`config.mk`:
```
export PLATFORM = sky130hd
export DESIGN_NAME = shift_right_pipe
export DESIGN_NICKNAME = d
export VERILOG_FILES = /design/src/rtl/shift_right_pipe.sv
export SDC_FILE = /design/constraint.sdc
export NUM_CORES = 1
export LEC_CHECK = 0
export BUFFER_PORTS_ARGS = -buffer_cell sky130_fd_sc_hd__buf_2
export CAP_MARGIN = 30
export CORE_MARGIN = 3
export CORE_UTILIZATION = 40
export CTS_BUF_LIST = sky130_fd_sc_hd__clkbuf_8
export DETAILED_ROUTE_END_ITERATION = 8
export PLACE_DENSITY = 0.59
export REMOVE_ABC_BUFFERS = 1
export SLEW_MARGIN = 20
export SYNTH_ARGS = -nofsm -noshare
export SYNTH_HDL_FRONTEND = slang
export SYNTH_SLANG_ARGS = --single-unit
```
`constraint.sdc`:
```
create_clock -name clk -period 1.5 [get_ports clk]
set_input_delay 0.225 -clock clk [delete_from_list [all_inputs] [get_ports clk]]
set_output_delay 0.225 -clock clk [all_outputs]
set_load 0.01 [all_outputs]
```
`src/rtl/shift_right_pipe.sv`:
```
// Pipelined right barrel shifter: stage k shifts by 2^k, valid/ready on both ends.
// Optional rotate mode (in_rot port) is enabled by defining SHR_ROTATE_EN.
module shift_right_pipe #(
  parameter int unsigned WIDTH = 64,
  parameter int unsigned SHW   = 6
) (
  input  logic             clk,
  input  logic             rst_n,
  input  logic             in_valid,
  output logic             in_ready,
  input  logic [WIDTH-1:0] in_data,
  input  logic [SHW-1:0]   in_shamt,
  input  logic             in_arith,
`ifdef SHR_ROTATE_EN
  input  logic             in_rot,
`endif
  output logic             out_valid,
  input  logic             out_ready,
  output logic [WIDTH-1:0] out_data
);

  localparam logic [WIDTH-1:0] ONES = {WIDTH{1'b1}};

  logic [SHW-1:0]   valid_q, valid_d;
  logic [WIDTH-1:0] data_q  [SHW];
  logic [WIDTH-1:0] data_d  [SHW];
  logic [SHW-1:0]   shamt_q [SHW];
  logic [SHW-1:0]   shamt_d [SHW];
  logic [SHW-1:0]   sign_q, sign_d;
  logic [SHW-1:0]   arith_q, arith_d;
`ifdef SHR_ROTATE_EN
  logic [SHW-1:0]   rot_q, rot_d;
  logic [SHW-1:0]   src_rot;
`endif

  logic [SHW-1:0]   adv;
  logic [SHW-1:0]   src_valid;
  logic [WIDTH-1:0] src_data  [SHW];
  logic [SHW-1:0]   src_shamt [SHW];
  logic [SHW-1:0]   src_sign;
  logic [SHW-1:0]   src_arith;
  logic [WIDTH-1:0] stage_res [SHW];

  // Ready chain accumulated from the output end without reading adv back.
  always_comb begin
    logic acc;
    acc = out_ready;
    adv = '0;
    for (int unsigned j = 0; j < SHW; j++) begin
      acc = !valid_q[SHW-1-j] || acc;
      adv[SHW-1-j] = acc;
    end
  end

  assign in_ready  = adv[0];
  assign out_valid = valid_q[SHW-1];
  assign out_data  = data_q[SHW-1];

  // Stage inputs: S0 takes the port, every other stage takes its upstream register.
  always_comb begin
    src_valid    = '0;
    src_sign     = '0;
    src_arith    = '0;
    src_valid[0] = in_valid;
    src_data[0]  = in_data;
    src_shamt[0] = in_shamt;
    src_sign[0]  = in_data[WIDTH-1];
    src_arith[0] = in_arith;
`ifdef SHR_ROTATE_EN
    src_rot      = '0;
    src_rot[0]   = in_rot;
`endif
    for (int unsigned k = 1; k < SHW; k++) begin
      src_valid[k] = valid_q[k-1];
      src_data[k]  = data_q[k-1];
      src_shamt[k] = shamt_q[k-1];
      src_sign[k]  = sign_q[k-1];
      src_arith[k] = arith_q[k-1];
`ifdef SHR_ROTATE_EN
      src_rot[k]   = rot_q[k-1];
`endif
    end
  end

  always_comb begin
    for (int unsigned k = 0; k < SHW; k++) begin
      int unsigned s;
      logic        fill;
      s    = 32'd1 << k;
      fill = src_arith[k] & src_sign[k];
      stage_res[k] = src_data[k];
      if (src_shamt[k][k]) begin
`ifdef SHR_ROTATE_EN
        if (src_rot[k])
          stage_res[k] = (src_data[k] >> s) | (src_data[k] << (WIDTH - s));
        else
`endif
          stage_res[k] = (src_data[k] >> s) | (fill ? ~(ONES >> s) : '0);
      end
    end
  end

  always_comb begin
    valid_d = valid_q;
    sign_d  = sign_q;
    arith_d = arith_q;
`ifdef SHR_ROTATE_EN
    rot_d   = rot_q;
`endif
    for (int unsigned k = 0; k < SHW; k++) begin
      data_d[k]  = data_q[k];
      shamt_d[k] = shamt_q[k];
      if (adv[k]) begin
        valid_d[k] = src_valid[k];
        if (src_valid[k]) begin
          data_d[k]  = stage_res[k];
          shamt_d[k] = src_shamt[k];
          sign_d[k]  = src_sign[k];
          arith_d[k] = src_arith[k];
`ifdef SHR_ROTATE_EN
          rot_d[k]   = src_rot[k];
`endif
        end
      end
    end
  end

  always_ff @(posedge clk) begin
    if (!rst_n) begin
      valid_q <= '0;
      sign_q  <= '0;
      arith_q <= '0;
`ifdef SHR_ROTATE_EN
      rot_q   <= '0;
`endif
      for (int unsigned k = 0; k < SHW; k++) begin
        data_q[k]  <= '0;
        shamt_q[k] <= '0;
      end
    end else begin
      valid_q <= valid_d;
      sign_q  <= sign_d;
      arith_q <= arith_d;
`ifdef SHR_ROTATE_EN
      rot_q   <= rot_d;
`endif
      for (int unsigned k = 0; k < SHW; k++) begin
        data_q[k]  <= data_d[k];
        shamt_q[k] <= shamt_d[k];
      end
    end
  end

endmodule

```
==> qor.txt, run 1 <==
Critical Path RT = 2.03 ns
Max VDD drop = 548.7 uV
Post-Synthesis Cells = 2024
Die area = 51790 um2
H-Tree Depth = 3
Initial Util = 0.4078
Mean Syn Cell Area = 9.702 um2
Synth unique cells = 34
Fin crit period = 1.727 ns
Worst Reg-to-Reg Cells = 8
Final Instance Area = 24010 um2
Share of the yosys chip area belonging to registers = 0.4231
Fin util = 0.4986
Critical hold path startpoint = in_data[36]
Detail Route Antenna Nets = 0
Critical R2R Capture = data_q[1][10]
CTS clk-pin slew, worst paths = 0.05 ns
IO buf count = 140
HPWL Detailed = 32150 um
Nets = 2286
Clock root buffer master = clkbuf_8
Final Hold Fails = 0
Pin count of the biggest net entering global routing = 100
Filler Cells Inserted = 4472
Most frequent cells in the layout = dfxtp_1 (404), nand2_1 (403), mux2i_1 (345)
Ys async rst share = 0
Met3 GRT Util = 0.02979
Crit-path max FO = 12
Antenna cells = 0
Failing checks = negative setup slack
Routed wire length per instance = 17.33 um
Hold EP = data_q[0][36]
Share of cells above drive strength 1 = 0.2912
Cells after DPL = 2728
RD Place Congestion = 0.7634
Die Width = 227.6 um
Initial DRC Count = 729
GRT Overall Usage = 0.1756
Core area = 48150 um2
Rows = 80
Final period util = 1.151
Number of enable flip-flop cells after synthesis = 0
Min-delay worst type = in2reg
Vias = 15.06k
Worst Path Class, Setup = reg2reg
Initial DRT Pass Iterations = 5
Fmax = 579.0 MHz
CP arrival = 2.25 ns
Final WL = 50600 um
Primary FF master, synth = dfxtp_1
Clk buf depth = 3
Finished Layout Cells = 2919
Clk sinks = 415
Die H = 227.6 um
M2 GR Usage = 0.2813
Worst-Skew Late Latency = 0.62 ns
Num CTS Buffers = 74
First-pass GRT wire length = 76150 um
CTS tree = yes
Worst Setup End Kind = flip-flop
Synth warn = 0
Max-cap viol count = 0
Worst-Margin Slew = 0.5160 ns
PnR worst setup slack = -0.2270 ns
Final Max Tran Viols = 0
Global routing usage on met1 = 0.2449
Vias in the first global route = 14.74k
Setup slack, reg-to-reg = -0.23 ns
Pleak = 9.605 nW
RSZ-0062 raised after global routing = yes
Setup violations, final = 259
FF-to-FF Start = valid_q[5]
Pre-CTS setup slack = -0.05151 ns
Grt ovf = 0
Drt drc = 0
Status = finished with violations
Worst Clk Skew = 0.02719 ns
Placed Instance Area = 21250 um2
Gr busiest metal = met2
Power Density = 997.7 nW/um2
Initial antenna violation count = 0
Commonest non-fill, non-tap cell in the layout = dfxtp_1
Slew margin rel. = 0.6560
Area Overhead vs Synth = 22.26%
Flops & latches, synth = 415
Worst hold slack = 0.03061 ns
Launching element type of the critical path = flip-flop
Via density = 5.158
# IOs = 141
WHS Path Cells = 4
Mapped Area = 19640 um2
[critical path: stages (launching register included)]
cell       delay, ns
dfxtp_2         0.34
nand3b_1        0.13
buf_12          0.16
buf_6           0.17
o21ai_4         0.16
buf_6           0.15
clkbuf_16       0.17
clkbuf_16       0.16
mux2i_1         0.20
[how the worst max path moves through the flow]
| stage | startpoint | to |
|---|---|---|
| floorplan | valid_q[4] | arith_q[2] |
| global placement | out_ready | data_q[0][52] |
| detailed placement | out_ready | data_q[0][52] |
| CTS | valid_q[4] | in_ready |
| global route | valid_q[2] | in_ready |
| finish | valid_q[5] | data_q[1][10] |
[registers in the layout, summed over array words and instances, names as in the netlist]
signal / flops
arith_q: 5
data_q: 384
shamt_q: 15
sign_q: 5
valid_q: 6
[cells by family (layout without fill, tap and decap cells)]
family                 after synthesis  in the layout  share of synthesized area
and+or+nand+nor                    467            467                    0.09724
buffers and inverters              205            444                    0.06225
muxes                              531            531                     0.2825
DFF                                415            415                     0.4231
AOI/OAI and AO/OA                  406            406                     0.1350
[synthesized netlist by cell type, drive strengths merged, types with 3 or more instances]
library cell	count	area [um2]
buf	117	890.9
nand3	10	50.05
nor2b	38	237.7
a21oi	194	970.9
o221a	32	360.3
dfxtp	415	8308
and3	4	25.02
clkbuf	80	301.5
o21ai	16	87.58
mux2i	346	3463
nor2	5	23.77
o21a	3	22.52
a211oi	160	1201
nand2	403	1513
inv	8	30.03
mux2	185	2083
[where the power goes]
part,switching [W],internal (W),total (W)
Clock,0.00453,0.00560,0.0101
Combinational,0.00108,0.00114,0.00222
Sequential,0.000244,0.0114,0.0116
Total,0.00585,0.0181,0.0240
[metal layers]
metal	vias up	wire, um
met5	-	0
met4	0	1163
li1	7580	-
met1	7127	23630
met2	274	24060
met3	76	1749
[per-stage QoR]
step                      setup TNS [ns]  power [W]
final                             -24.06    0.02395
after global routing              -38.43    0.02490
after CTS                         -17.25    0.02397
after detailed placement         -0.7538    0.01380
after global placement          -0.04036    0.01376
after floorplan                 -1426.15    0.01299
[timing repair]
action / 4_1_cts / 5_1_grt
gates resized for setup: 15 / 85
pin swaps: 3 / 6
endpoints found under the setup margin: 57 / 331
hold buffers: 15 / 0
gates cloned: 0 / 27
buffers inserted: 10 / 13
hold endpoints to repair: 17 / 0
[layout make-up]
cell class                 instances  area, um2  share of cell area
inverter                           8      32.53            0.001355
clock buffer                      91       1252             0.05217
clock inverter                    37      175.2            0.007297
multi-input combinational       1404      10350              0.4312
tap                              656      820.8             0.03419
timing repair buffer             308       3044              0.1268
sequential                       415       8329              0.3470
No activity file was read; power rests on OpenSTA's default activity.
==> run 2: changes to the inputs <==
- CORE_MARGIN: 3 -> 1.5
- GPL_TIMING_DRIVEN: unset -> 0
==> run 2 against run 1 <==
Against the previous run: the run still ends with negative setup slack left; first-iteration DRC count up 7.1%; clock-buffer cell count down 1; sequential cell count unchanged; non-clock buffer count up 98; via count up 6.5%; fmax down 3.7%; critical path type is now reg2out; largest power group unchanged.
==> qor.txt, run 2 (synthesis results as in run 1) <==
Status = finished with violations
Failing checks = negative setup slack
Final Max Tran Viols = 0 (unchanged)
CP arrival = 1.57 ns (-0.68 ns)
Final WL = 57810 um (+14%)
Antenna cells = 0 (unchanged)
Pin count of the biggest net entering global routing = 139 (+39%)
Crit-path max cell delay = 0.34 ns (about the same)
Fmax = 557.5 MHz (-3.7%)
Launching element type of the critical path = flip-flop
Worst Reg-to-Reg Cells = 10 (+2)
Worst hold slack = 0.03063 ns (+0.00001950 ns)
Footprint of the multi-input gates = 11740 um2 (+13%)
Largest regs = data_q (384), shamt_q (15), valid_q (6)
Commonest non-fill, non-tap cell in the layout = dfxtp_1
Max-cap viol count = 0 (unchanged)
Min-delay worst type = in2reg
Worst Path Class, Setup = reg2out
Initial DRT Pass Iterations = 5 (unchanged)
Final Hold Fails = 0 (unchanged)
Area Overhead vs Synth = 38.33%
Core area = 48650 um2 (+1.0%)
CTS tree = yes
FF+latch area = 8344 um2 (+0.18%)
Initial DRC Count = 781 (+7.1%)
Worst-Skew Late Latency = 0.63 ns (about the same)
Critical Path RT = 1.27 ns (-0.76 ns)
HPWL Detailed = 30680 um (-4.6%)
PnR worst setup slack = -0.2936 ns (-0.06659 ns)
Detail Route Antenna Nets = 0 (unchanged)
RSZ-0062 raised after global routing = yes
IO buf count = 140 (unchanged)
Cell Chain, Critical Path = nand3b_1, buf_6, buf_8, nor2_4, inv_1, buf_2
Die Width = 224.6 um (-1.3%)
Worst-Margin Slew = 0.8203 ns (+0.3044 ns)
Via density = 5.367 (+4.1%)
Crit-path slowest cell = dfxtp_4
Filler Cells Inserted = 4119 (-7.9%)
Top reg by flops = data_q
Die H = 224.6 um (-1.3%)
CTS clk-pin slew, worst paths = 0.06 ns (about the same)
# IOs = 141 (unchanged)
Clock root buffer master = clkbuf_8
Vias = 16.04k (+6.5%)
Max VDD drop = 509.6 uV (-7.1%)
Setup violations, final = 369 (+42%)
WHS Path Cells = 4 (unchanged)
Initial Util = 0.4037 (-0.004196)
Rows = 81 (+1.3%)
First-pass GRT wire length = 89560 um (+18%)
Nets = 2390 (+4.5%)
Final Instance Area = 27160 um2 (+13%)
Final period util = 1.196 (+0.04440)
Vias in the first global route = 16.20k (+9.9%)
Power Density = 899.9 nW/um2 (-9.8%)
Routed wire length per instance = 19.35 um (+12%)
Initial antenna violation count = 0 (unchanged)
Slew margin rel. = 0.4531 (-0.2029)
H-Tree Depth = 3 (unchanged)
Fin crit period = 1.794 ns (+0.06659 ns)
Most frequent cells in the layout = dfxtp_1 (404), nand2_1 (403), mux2i_1 (344)
Placed Instance Area = 20830 um2 (-2.0%)
Max reg flops = 384 (unchanged)
Worst Clk Skew = 0.02185 ns (-0.005338 ns)
Pleak = 10.74 nW (+12%)
Worst Setup End Kind = output port
Share of cells above drive strength 1 = 0.3681 (+0.07693)
Drt drc = 0 (unchanged)
Clk buf depth = 3 (unchanged)
Crit-path max FO = 3 (-9)
Pwr Total = 0.02444 W (+2.1%)
Clk sinks = 415 (unchanged)
GRT Overall Usage = 0.2199 (+0.04433)
Grt ovf = 0 (unchanged)
RD Place Congestion = 0.7793 (+2.1%)
Die area = 50430 um2 (-2.6%)
Num CTS Buffers = 72 (-2.7%)
==> run 2: final cells by class <==
| class | instances | share of cell area |
|---|---|---|
| inverters | 8 | 0.001658 |
| flip-flops and latches | 415 | 0.3072 |
| clock buffers | 90 | 0.04560 |
| well taps | 622 | 0.02865 |
| clock inverters | 35 | 0.006218 |
| repair buffers | 406 | 0.1785 |
| multi-input cells | 1412 | 0.4322 |
==> run 2: what timing repair did <==
action,CTS,global route
buffers inserted,101,45
endpoints found under the setup margin,416,398
hold endpoints to repair,54,0
hold buffers,73,0
cloned,50,7
resized for setup,291,158
pin swaps,29,99
==> run 2: worst paths after layout <==
kind / slack (ns) / end / from
max: -0.29 / in_ready / valid_q[5]
min: 0.03 / data_q[0][53] / in_data[54]
max reg2reg: -0.28 / data_q[2][4] / valid_q[5]
min reg2reg: 0.45 / shamt_q[0][11] / shamt_q[0][5]
==> run 2: worst max-delay path: cells and delay by family (launching register included) <==
kind	cells	cell delay, ns
and+or+nand+nor	2	0.17
DFF	1	0.34
buffers and inverters	4	0.44
==> run 2: where the power goes <==
group	leakage, nW	switching [W]	internal, W
sequential	3.38	0.000281	0.0113
combinational	6.56	0.00126	0.00145
clock	0.806	0.00470	0.00541
==> run 2: routing by layer <==
metal,global-route usage,vias up,share of wire
met2,0.3806,354,0.50
met1,0.2728,7774,0.43
li1,-,7812,-
met5,0,-,0
met3,0.03566,98,0.039
met4,0.08573,0,0.028
==> run 2: stage by stage <==
stage	utilization	TNS, ns	instances	setup slack (ns)
after CTS	0.5440	-57.13	2967	-0.3522
after floorplan	-	-1426.15	1827	-6.341
after detailed placement	0.4282	-399.93	2621	-1.637
final	0.5584	-49.03	2988	-0.2936
after global routing	0.5584	-65.48	2988	-0.3579
after global placement	0.4095	-3400.01	2589	-9.500
